## config.mk

```make
export PLATFORM = sky130hd
export DESIGN_NAME = instr_encoder_loader_flat
export DESIGN_NICKNAME = d
export VERILOG_FILES = /design/src/rtl/instr_encoder_loader_if.sv /design/src/rtl/instr_encoder_loader.sv /design/src/flat_wrapper.sv
export SDC_FILE = /design/constraint.sdc
export NUM_CORES = 1
export LEC_CHECK = 0
export CORE_ASPECT_RATIO = 1.1
export CORE_MARGIN = 8
export CORE_UTILIZATION = 40
export DETAILED_ROUTE_END_ITERATION = 6
export PLACE_DENSITY = 0.64
export SLEW_MARGIN = 25
export SYNTH_ARGS = -nofsm -noshare
export SYNTH_HDL_FRONTEND = slang
export SYNTH_SLANG_ARGS = --single-unit
export TNS_END_PERCENT = 10
```

## constraint.sdc

```tcl
create_clock -name clk -period 14.7 [get_ports clk]
set_input_delay 2.205 -clock clk [delete_from_list [all_inputs] [get_ports clk]]
set_output_delay 2.205 -clock clk [all_outputs]
set_load 0.005 [all_outputs]
```

## src/rtl/instr_encoder_loader_if.sv

```systemverilog
// Bundle-in / imem-out bus of the instruction encoder-loader.
// master = harness side (offers bundles, acks writes); slave = loader.
interface instr_encoder_loader_if #(
  parameter int unsigned ADDR_W = 12
);
  logic              in_valid;
  logic              in_ready;
  logic [1:0]        in_type;
  logic [4:0]        opcode;
  logic [4:0]        rd;
  logic [4:0]        rs;
  logic [4:0]        rt;
  logic [4:0]        shamt;
  logic [4:0]        aluop;
  logic [16:0]       imm;
  logic [26:0]       target;
  logic              imem_wren;
  logic [ADDR_W-1:0] imem_addr;
  logic [31:0]       imem_data;
  logic              mem_ready;

  modport master (
    output in_valid, in_type, opcode, rd, rs, rt, shamt, aluop, imm, target, mem_ready,
    input  in_ready, imem_wren, imem_addr, imem_data
  );

  modport slave (
    input  in_valid, in_type, opcode, rd, rs, rt, shamt, aluop, imm, target, mem_ready,
    output in_ready, imem_wren, imem_addr, imem_data
  );
endinterface

```

## src/rtl/instr_encoder_loader.sv

```systemverilog
// Packs instruction field bundles into 32-bit R/I/JI/JII words, buffers them
// in a 4-entry FIFO and writes them to consecutive imem addresses from a base.
module instr_encoder_loader #(
  parameter int unsigned ADDR_W = 12
) (
  input  logic                clk,
  input  logic                rst,
  input  logic                start_i,
  input  logic [ADDR_W-1:0]   base_addr_i,
  input  logic                finish_i,
  instr_encoder_loader_if.slave bus,
  output logic [ADDR_W:0]     count_o,
  output logic                overflow_o,
  output logic                done_o,
  output logic                busy_o
);

  localparam int unsigned DEPTH  = 4;
  localparam int unsigned PTR_W  = 2;
  localparam int unsigned CNT_W  = 3;
  localparam int unsigned WORD_W = 32;

  typedef enum logic [1:0] {S_IDLE, S_RUN, S_DRAIN, S_DONE} state_e;

  state_e              state_q, state_d;
  logic [WORD_W-1:0]   mem_q [DEPTH];
  logic [WORD_W-1:0]   mem_d [DEPTH];
  logic [PTR_W-1:0]    wr_ptr_q, wr_ptr_d;
  logic [PTR_W-1:0]    rd_ptr_q, rd_ptr_d;
  logic [CNT_W-1:0]    fcnt_q, fcnt_d;
  logic [ADDR_W-1:0]   wr_addr_q, wr_addr_d;
  logic [ADDR_W:0]     count_q, count_d;
  logic                overflow_q, overflow_d;
  logic                in_ready_q, in_ready_d;
  logic                wren_q, wren_d;
  logic [WORD_W-1:0]   data_q, data_d;
  logic                done_q, done_d;
  logic                busy_q, busy_d;
  logic [WORD_W-1:0]   word_c;
  logic                push_c;
  logic                pop_c;

  // Field packing; fields not used by the selected format are dropped.
  always_comb begin
    word_c = '0;
    unique case (bus.in_type)
      2'd0:    word_c = {bus.opcode, bus.rd, bus.rs, bus.rt, bus.shamt, bus.aluop, 2'b00};
      2'd1:    word_c = {bus.opcode, bus.rd, bus.rs, bus.imm};
      2'd2:    word_c = {bus.opcode, bus.target};
      default: word_c = {bus.opcode, bus.rd, 22'b0};
    endcase
  end

  assign push_c = bus.in_valid & in_ready_q;
  assign pop_c  = wren_q & bus.mem_ready;

  // Next state, FIFO bookkeeping and next values of the registered outputs.
  always_comb begin
    state_d    = state_q;
    mem_d      = mem_q;
    wr_ptr_d   = wr_ptr_q;
    rd_ptr_d   = rd_ptr_q;
    fcnt_d     = fcnt_q;
    wr_addr_d  = wr_addr_q;
    count_d    = count_q;
    overflow_d = overflow_q;

    unique case (state_q)
      S_IDLE: begin
        if (start_i) begin
          state_d    = S_RUN;
          wr_addr_d  = base_addr_i;
          count_d    = '0;
          overflow_d = 1'b0;
        end
      end
      S_RUN:   if (finish_i) state_d = S_DRAIN;
      S_DRAIN: if (fcnt_q == '0 && !pop_c) state_d = S_DONE;
      default: state_d = S_IDLE;
    endcase

    if (push_c) begin
      mem_d[wr_ptr_q] = word_c;
      wr_ptr_d        = wr_ptr_q + PTR_W'(1);
    end
    if (pop_c) begin
      rd_ptr_d  = rd_ptr_q + PTR_W'(1);
      wr_addr_d = wr_addr_q + ADDR_W'(1);
      count_d   = count_q + (ADDR_W + 1)'(1);
      if (&wr_addr_q) overflow_d = 1'b1;
    end
    fcnt_d = fcnt_q + CNT_W'(push_c) - CNT_W'(pop_c);

    busy_d     = (state_d == S_RUN) || (state_d == S_DRAIN);
    in_ready_d = (state_d == S_RUN) && (fcnt_d != CNT_W'(DEPTH));
    wren_d     = busy_d && (fcnt_d != '0);
    data_d     = mem_d[rd_ptr_d];
    done_d     = (state_d == S_DONE);
  end

  always_ff @(posedge clk or posedge rst) begin
    if (rst) begin
      state_q    <= S_IDLE;
      for (int unsigned i = 0; i < DEPTH; i++) mem_q[i] <= '0;
      wr_ptr_q   <= '0;
      rd_ptr_q   <= '0;
      fcnt_q     <= '0;
      wr_addr_q  <= '0;
      count_q    <= '0;
      overflow_q <= 1'b0;
      in_ready_q <= 1'b0;
      wren_q     <= 1'b0;
      data_q     <= '0;
      done_q     <= 1'b0;
      busy_q     <= 1'b0;
    end else begin
      state_q    <= state_d;
      mem_q      <= mem_d;
      wr_ptr_q   <= wr_ptr_d;
      rd_ptr_q   <= rd_ptr_d;
      fcnt_q     <= fcnt_d;
      wr_addr_q  <= wr_addr_d;
      count_q    <= count_d;
      overflow_q <= overflow_d;
      in_ready_q <= in_ready_d;
      wren_q     <= wren_d;
      data_q     <= data_d;
      done_q     <= done_d;
      busy_q     <= busy_d;
    end
  end

  assign bus.in_ready  = in_ready_q;
  assign bus.imem_wren = wren_q;
  assign bus.imem_addr = wr_addr_q;
  assign bus.imem_data = data_q;
  assign count_o       = count_q;
  assign overflow_o    = overflow_q;
  assign done_o        = done_q;
  assign busy_o        = busy_q;

endmodule

```

## src/flat_wrapper.sv

```systemverilog
// flat-port wrapper written by rule: the top's interface ports become plain ports
module instr_encoder_loader_flat 
#(
  parameter int unsigned ADDR_W = 12
)
  (clk, rst, start_i, base_addr_i, finish_i, count_o, overflow_o, done_o, busy_o, bus_in_valid, bus_in_type, bus_opcode, bus_rd, bus_rs, bus_rt, bus_shamt, bus_aluop, bus_imm, bus_target, bus_mem_ready, bus_in_ready, bus_imem_wren, bus_imem_addr, bus_imem_data);
  instr_encoder_loader_if #(.ADDR_W(ADDR_W)) bus_i ();
  input  logic clk;
  input  logic rst;
  input  logic start_i;
  input  logic [ADDR_W-1:0] base_addr_i;
  input  logic finish_i;
  output logic [ADDR_W:0] count_o;
  output logic overflow_o;
  output logic done_o;
  output logic busy_o;
  input wire logic [$bits(bus_i.in_valid)-1:0] bus_in_valid;
  input wire logic [$bits(bus_i.in_type)-1:0] bus_in_type;
  input wire logic [$bits(bus_i.opcode)-1:0] bus_opcode;
  input wire logic [$bits(bus_i.rd)-1:0] bus_rd;
  input wire logic [$bits(bus_i.rs)-1:0] bus_rs;
  input wire logic [$bits(bus_i.rt)-1:0] bus_rt;
  input wire logic [$bits(bus_i.shamt)-1:0] bus_shamt;
  input wire logic [$bits(bus_i.aluop)-1:0] bus_aluop;
  input wire logic [$bits(bus_i.imm)-1:0] bus_imm;
  input wire logic [$bits(bus_i.target)-1:0] bus_target;
  input wire logic [$bits(bus_i.mem_ready)-1:0] bus_mem_ready;
  output wire logic [$bits(bus_i.in_ready)-1:0] bus_in_ready;
  output wire logic [$bits(bus_i.imem_wren)-1:0] bus_imem_wren;
  output wire logic [$bits(bus_i.imem_addr)-1:0] bus_imem_addr;
  output wire logic [$bits(bus_i.imem_data)-1:0] bus_imem_data;
  assign bus_i.in_valid = bus_in_valid;
  assign bus_i.in_type = bus_in_type;
  assign bus_i.opcode = bus_opcode;
  assign bus_i.rd = bus_rd;
  assign bus_i.rs = bus_rs;
  assign bus_i.rt = bus_rt;
  assign bus_i.shamt = bus_shamt;
  assign bus_i.aluop = bus_aluop;
  assign bus_i.imm = bus_imm;
  assign bus_i.target = bus_target;
  assign bus_i.mem_ready = bus_mem_ready;
  assign bus_in_ready = bus_i.in_ready;
  assign bus_imem_wren = bus_i.imem_wren;
  assign bus_imem_addr = bus_i.imem_addr;
  assign bus_imem_data = bus_i.imem_data;
  instr_encoder_loader #(.ADDR_W(ADDR_W)) u_core (.clk(clk), .rst(rst), .start_i(start_i), .base_addr_i(base_addr_i), .finish_i(finish_i), .bus(bus_i), .count_o(count_o), .overflow_o(overflow_o), .done_o(done_o), .busy_o(busy_o));
endmodule
```

==> impl_metrics.prom <==
# TYPE chip_impl_metric gauge
chip_impl_metric{name="arrival_time_at_the_worst_endpoint",unit="ns"} 4.91
chip_impl_metric{name="die_area",unit="mm²"} 0.03001
chip_impl_metric{name="ys_types",unit=""} 59
chip_impl_info{name="most_common_library_cell_in_the_layout_ignoring_fill_and_taps",value="sky130_fd_sc_hd__dfrtp_1"} 1
chip_impl_metric{name="max-slew-margin-rel",unit="%"} 34.58
chip_impl_metric{name="post_route_cells_drive_above_1_share",unit="%"} 7.734
chip_impl_metric{name="antenna_cells",unit=""} 0
chip_impl_metric{name="critPathMaxStageDelay",unit="ns"} 0.73
chip_impl_metric{name="yosys_warnings",unit=""} 0
chip_impl_metric{name="postSynth.asyncResetShare",unit="%"} 100.0
chip_impl_metric{name="tightestPinTransition",unit="ns"} 0.9813
chip_impl_metric{name="grt_pass1_wl",unit="mm"} 44.86
chip_impl_metric{name="ctsResizeCount",unit=""} 0
chip_impl_metric{name="vias_per_cell",unit=""} 5.754
chip_impl_metric{name="cts_buffer_count",unit=""} 17
chip_impl_info{name="hold_path.class",value="reg2reg"} 1
chip_impl_metric{name="core",unit="mm²"} 0.02440
chip_impl_info{name="crit_path_kind",value="in2reg"} 1
chip_impl_metric{name="synth-seq-area-share",unit="%"} 50.37
chip_impl_metric{name="clk_path_buf_depth",unit=""} 2
chip_impl_metric{name="drc_violations",unit=""} 0
chip_impl_metric{name="max-cap-violations",unit=""} 0
chip_impl_metric{name="setup_viol_count_final",unit=""} 0
chip_impl_metric{name="postSynthCellCount",unit=""} 972
chip_impl_metric{name="ant_nets",unit=""} 0
chip_impl_metric{name="chipHeight",unit="µm"} 180.9
chip_impl_info{name="crit_path_end_kind",value="flop"} 1
chip_impl_metric{name="ctsHtreeMaxLevel",unit=""} 4
chip_impl_metric{name="dr.pass1.iters",unit=""} 5
chip_impl_info{name="grt_setup_unrepaired",value="false"} 1
chip_impl_metric{name="totalNegativeSetupSlack",unit="ns"} 0
chip_impl_metric{name="boundaryPins",unit=""} 156
chip_impl_metric{name="fin_crit",unit="ns"} 4.598
chip_impl_metric{name="synth-edff-count",unit=""} 0
chip_impl_metric{name="fmax",unit="MHz"} 217.5
chip_impl_metric{name="synthesized_nets",unit=""} 1077
chip_impl_metric{name="number_of_drc_markers_after_the_initial_detailed_route_iteration",unit=""} 654
chip_impl_metric{name="dr_total_vias",unit=""} 8107
chip_impl_metric{name="grt_start_max_net_pins",unit=""} 98
chip_impl_metric{name="hold_viol_final",unit=""} 0
chip_impl_info{name="worst_setup_path_start_kind",value="primary input"} 1
chip_impl_metric{name="wire_per_inst",unit="µm"} 19.82
chip_impl_metric{name="worst_skew_pair_later_pin_latency",unit="ns"} 0.44
chip_impl_metric{name="first_global_vias",unit=""} 8296
chip_impl_metric{name="antenna_found_initial",unit=""} 4
chip_impl_metric{name="critical_path_rt",unit="ns"} 15.01
chip_impl_metric{name="ir_drop",unit="µV"} 99.21
chip_impl_metric{name="final_report_max_slew_violation_count",unit=""} 0
chip_impl_metric{name="m1WireLength",unit="mm"} 12.59
chip_impl_metric{name="synthToLayoutAreaGrowth",unit="%"} 22.40
chip_impl_metric{name="routed_wl",unit="mm"} 27.93
chip_impl_metric{name="p_per_area",unit="mW/mm²"} 194.2
chip_impl_metric{name="num-nets-final",unit=""} 1191
chip_impl_metric{name="p_leak",unit="µW"} 0.005030
chip_impl_metric{name="starting_density_of_the_core",unit="%"} 40.52
chip_impl_info{name="outcome",value="complete, no violations"} 1
chip_impl_metric{name="detailroute.wirelength.met3",unit="mm"} 1.941
chip_impl_info{name="critPathSlowestCell",value="sky130_fd_sc_hd__xnor2_4"} 1
chip_impl_info{name="tritoncts",value="yes"} 1
chip_impl_metric{name="cts_sinks",unit=""} 199
chip_impl_metric{name="hpwlAfterDp",unit="mm"} 17.88
chip_impl_metric{name="post_synth_instance_area",unit="mm²"} 0.009886
chip_impl_metric{name="gr-total-overflow",unit=""} 0
chip_impl_metric{name="syn_area_per_cell",unit="µm²"} 10.17
chip_impl_metric{name="clk_pin_slew",unit="ns"} 0.08
chip_impl_metric{name="floorplan.die.width",unit="µm"} 165.9
chip_impl_info{name="route.top_layer_used",value="met5"} 1
chip_impl_metric{name="critical_path_peak_fanout",unit=""} 22
chip_impl_metric{name="ys_ff_latch",unit=""} 199
chip_impl_metric{name="cts_hold_buf",unit=""} 0
chip_impl_metric{name="detailroute.wirelength.met2",unit="mm"} 13.15
chip_impl_metric{name="place_congestion",unit=""} 0.7866
chip_impl_metric{name="post-route-period-util",unit="%"} 31.28
chip_impl_metric{name="grt_usage",unit="%"} 18.51
chip_impl_metric{name="placement_rows",unit=""} 60
chip_impl_info{name="most-common-layout-cells",value="199 x sky130_fd_sc_hd__dfrtp_1, 152 x sky130_fd_sc_hd__clkdlybuf4s50_1, 81 x sky130_fd_sc_hd__nand2_1"} 1
chip_impl_metric{name="post-cts-setup-buffer-count",unit=""} 0
chip_impl_info{name="cp_cell_sequence",value="clkdlybuf4s50_1, nand2_2, clkinv_2, xnor2_4, inv_4, o21a_1, a221o_1"} 1
chip_impl_info{name="synth-main-ff-cell",value="sky130_fd_sc_hd__dfrtp_1"} 1
chip_impl_metric{name="timing.hold.ws",unit="ns"} 0.4799
chip_impl_info{name="clock-root-buffer",value="sky130_fd_sc_hd__clkbuf_16"} 1
chip_impl_metric{name="io_buffer_count",unit=""} 155
chip_impl_metric{name="fin_worst_skew",unit="ns"} 0.01535
[worst max-delay path: cells and delay by family]
kind,cells,cell delay [ns]
xor+xnor,1,0.73
simple gates,1,0.37
compound gates,2,0.44
buf+inv,3,1.14
[path summary, 6_finish.rpt]
path	cells past startpoint	startpoint	to	slack [ns]
max in group asynchronous	4	rst	u_core.state_q[0]	10.63
min in group asynchronous	2	rst	u_core.mem_q[4]	2.26
setup / recovery	7	bus_mem_ready	u_core.bus.imem_data[17]	10.10
hold reg to reg	1	u_core.count_o[12]	u_core.count_o[12]	0.48
hold / removal	1	u_core.count_o[12]	u_core.count_o[12]	0.48
setup reg to reg	8	u_core.wr_ptr_q[1]	u_core.bus.imem_data[29]	11.84
[power breakdown]
part           leakage (µW)  switching, µW  internal, µW
Sequential          0.00245            112           799
Combinational       0.00229            526           444
Clock              0.000289            221           248
Total               0.00503            859          1490
[cells by family (layout without fill, tap and decap cells)]
family	after synthesis	after routing	share of synthesized area, %
adders and majority gates	11	11	1.468
AOI/OAI and AO/OA	316	316	22.00
muxes	55	55	5.835
DFF	199	199	50.37
and+or+nand+nor	265	265	13.48
buffers and inverters	120	247	6.050
xor gates and xnor gates	6	6	0.7975
[registers in the layout, summed over array words and instances, names as in the netlist, 2 cells and up]
name                  cells
u_core.bus.imem_data     32
u_core.rd_ptr_q           2
u_core.bus.imem_addr     12
u_core.state_q            2
u_core.count_o           13
u_core.mem_q            128
u_core.fcnt_q             3
u_core.wr_ptr_q           2
[per-stage QoR]
stage	total power (µW)	instances	cell area [µm²]	worst slack, ns	util, %
4_1_cts	2366	1409	12100	10.10	49.57
2_1_floorplan	1538	972	9886	7.069	-
5_1_grt	2516	1409	12100	9.901	49.59
3_5_place_dp	1889	1377	11510	9.637	47.16
6_report	2350	1409	12100	10.10	49.59
3_3_place_gp	1868	1377	11500	9.698	47.15
[layout make-up]
cell class                 count  area (µm²)
fill                        2271       12300
sequential                   199        4980
multi-input combinational    653        4327
timing repair buffer         167        1627
clock buffer                  19       452.9
tap                          310       387.9
inverter                      48       191.4
clock inverter                13       135.1
[cells in the mapped netlist, drive strengths merged, types with 5 or more instances]
cell      n  area share [%]
a31oi    36             2.3
o211ai   41             3.1
or2      16             1.0
nor2     56             2.2
inv      46             1.8
nand2b   12            0.76
a21o     11            0.84
nand3b   29             2.2
nand4     5            0.32
a21oi    60             3.0
mux2     21             2.4
nor3      9            0.46
and2     27             1.7
o21ai    43             2.2
nand3    13            0.66
o22ai    17             1.1
a311oi   12             1.1
a211oi    6            0.46
and3      7            0.44
mux2i    34             3.4
xnor2     5            0.71
clkbuf   19            0.73
a221o     7            0.71
ha       10             1.3
buf      53             3.5
a32oi    20             1.8
dfrtp   199              50
nand2    83             3.2
o21a     11            0.84
o221ai   35             3.1
[routing by layer]
layer / track usage, % / up-vias
li1: - / 3809
met1: 24.09 / 3976
met2: 30.22 / 287
met3: 4.992 / 27
met4: 4.403 / 8
met5: 0 / -
(Power assumes the default switching activity.)
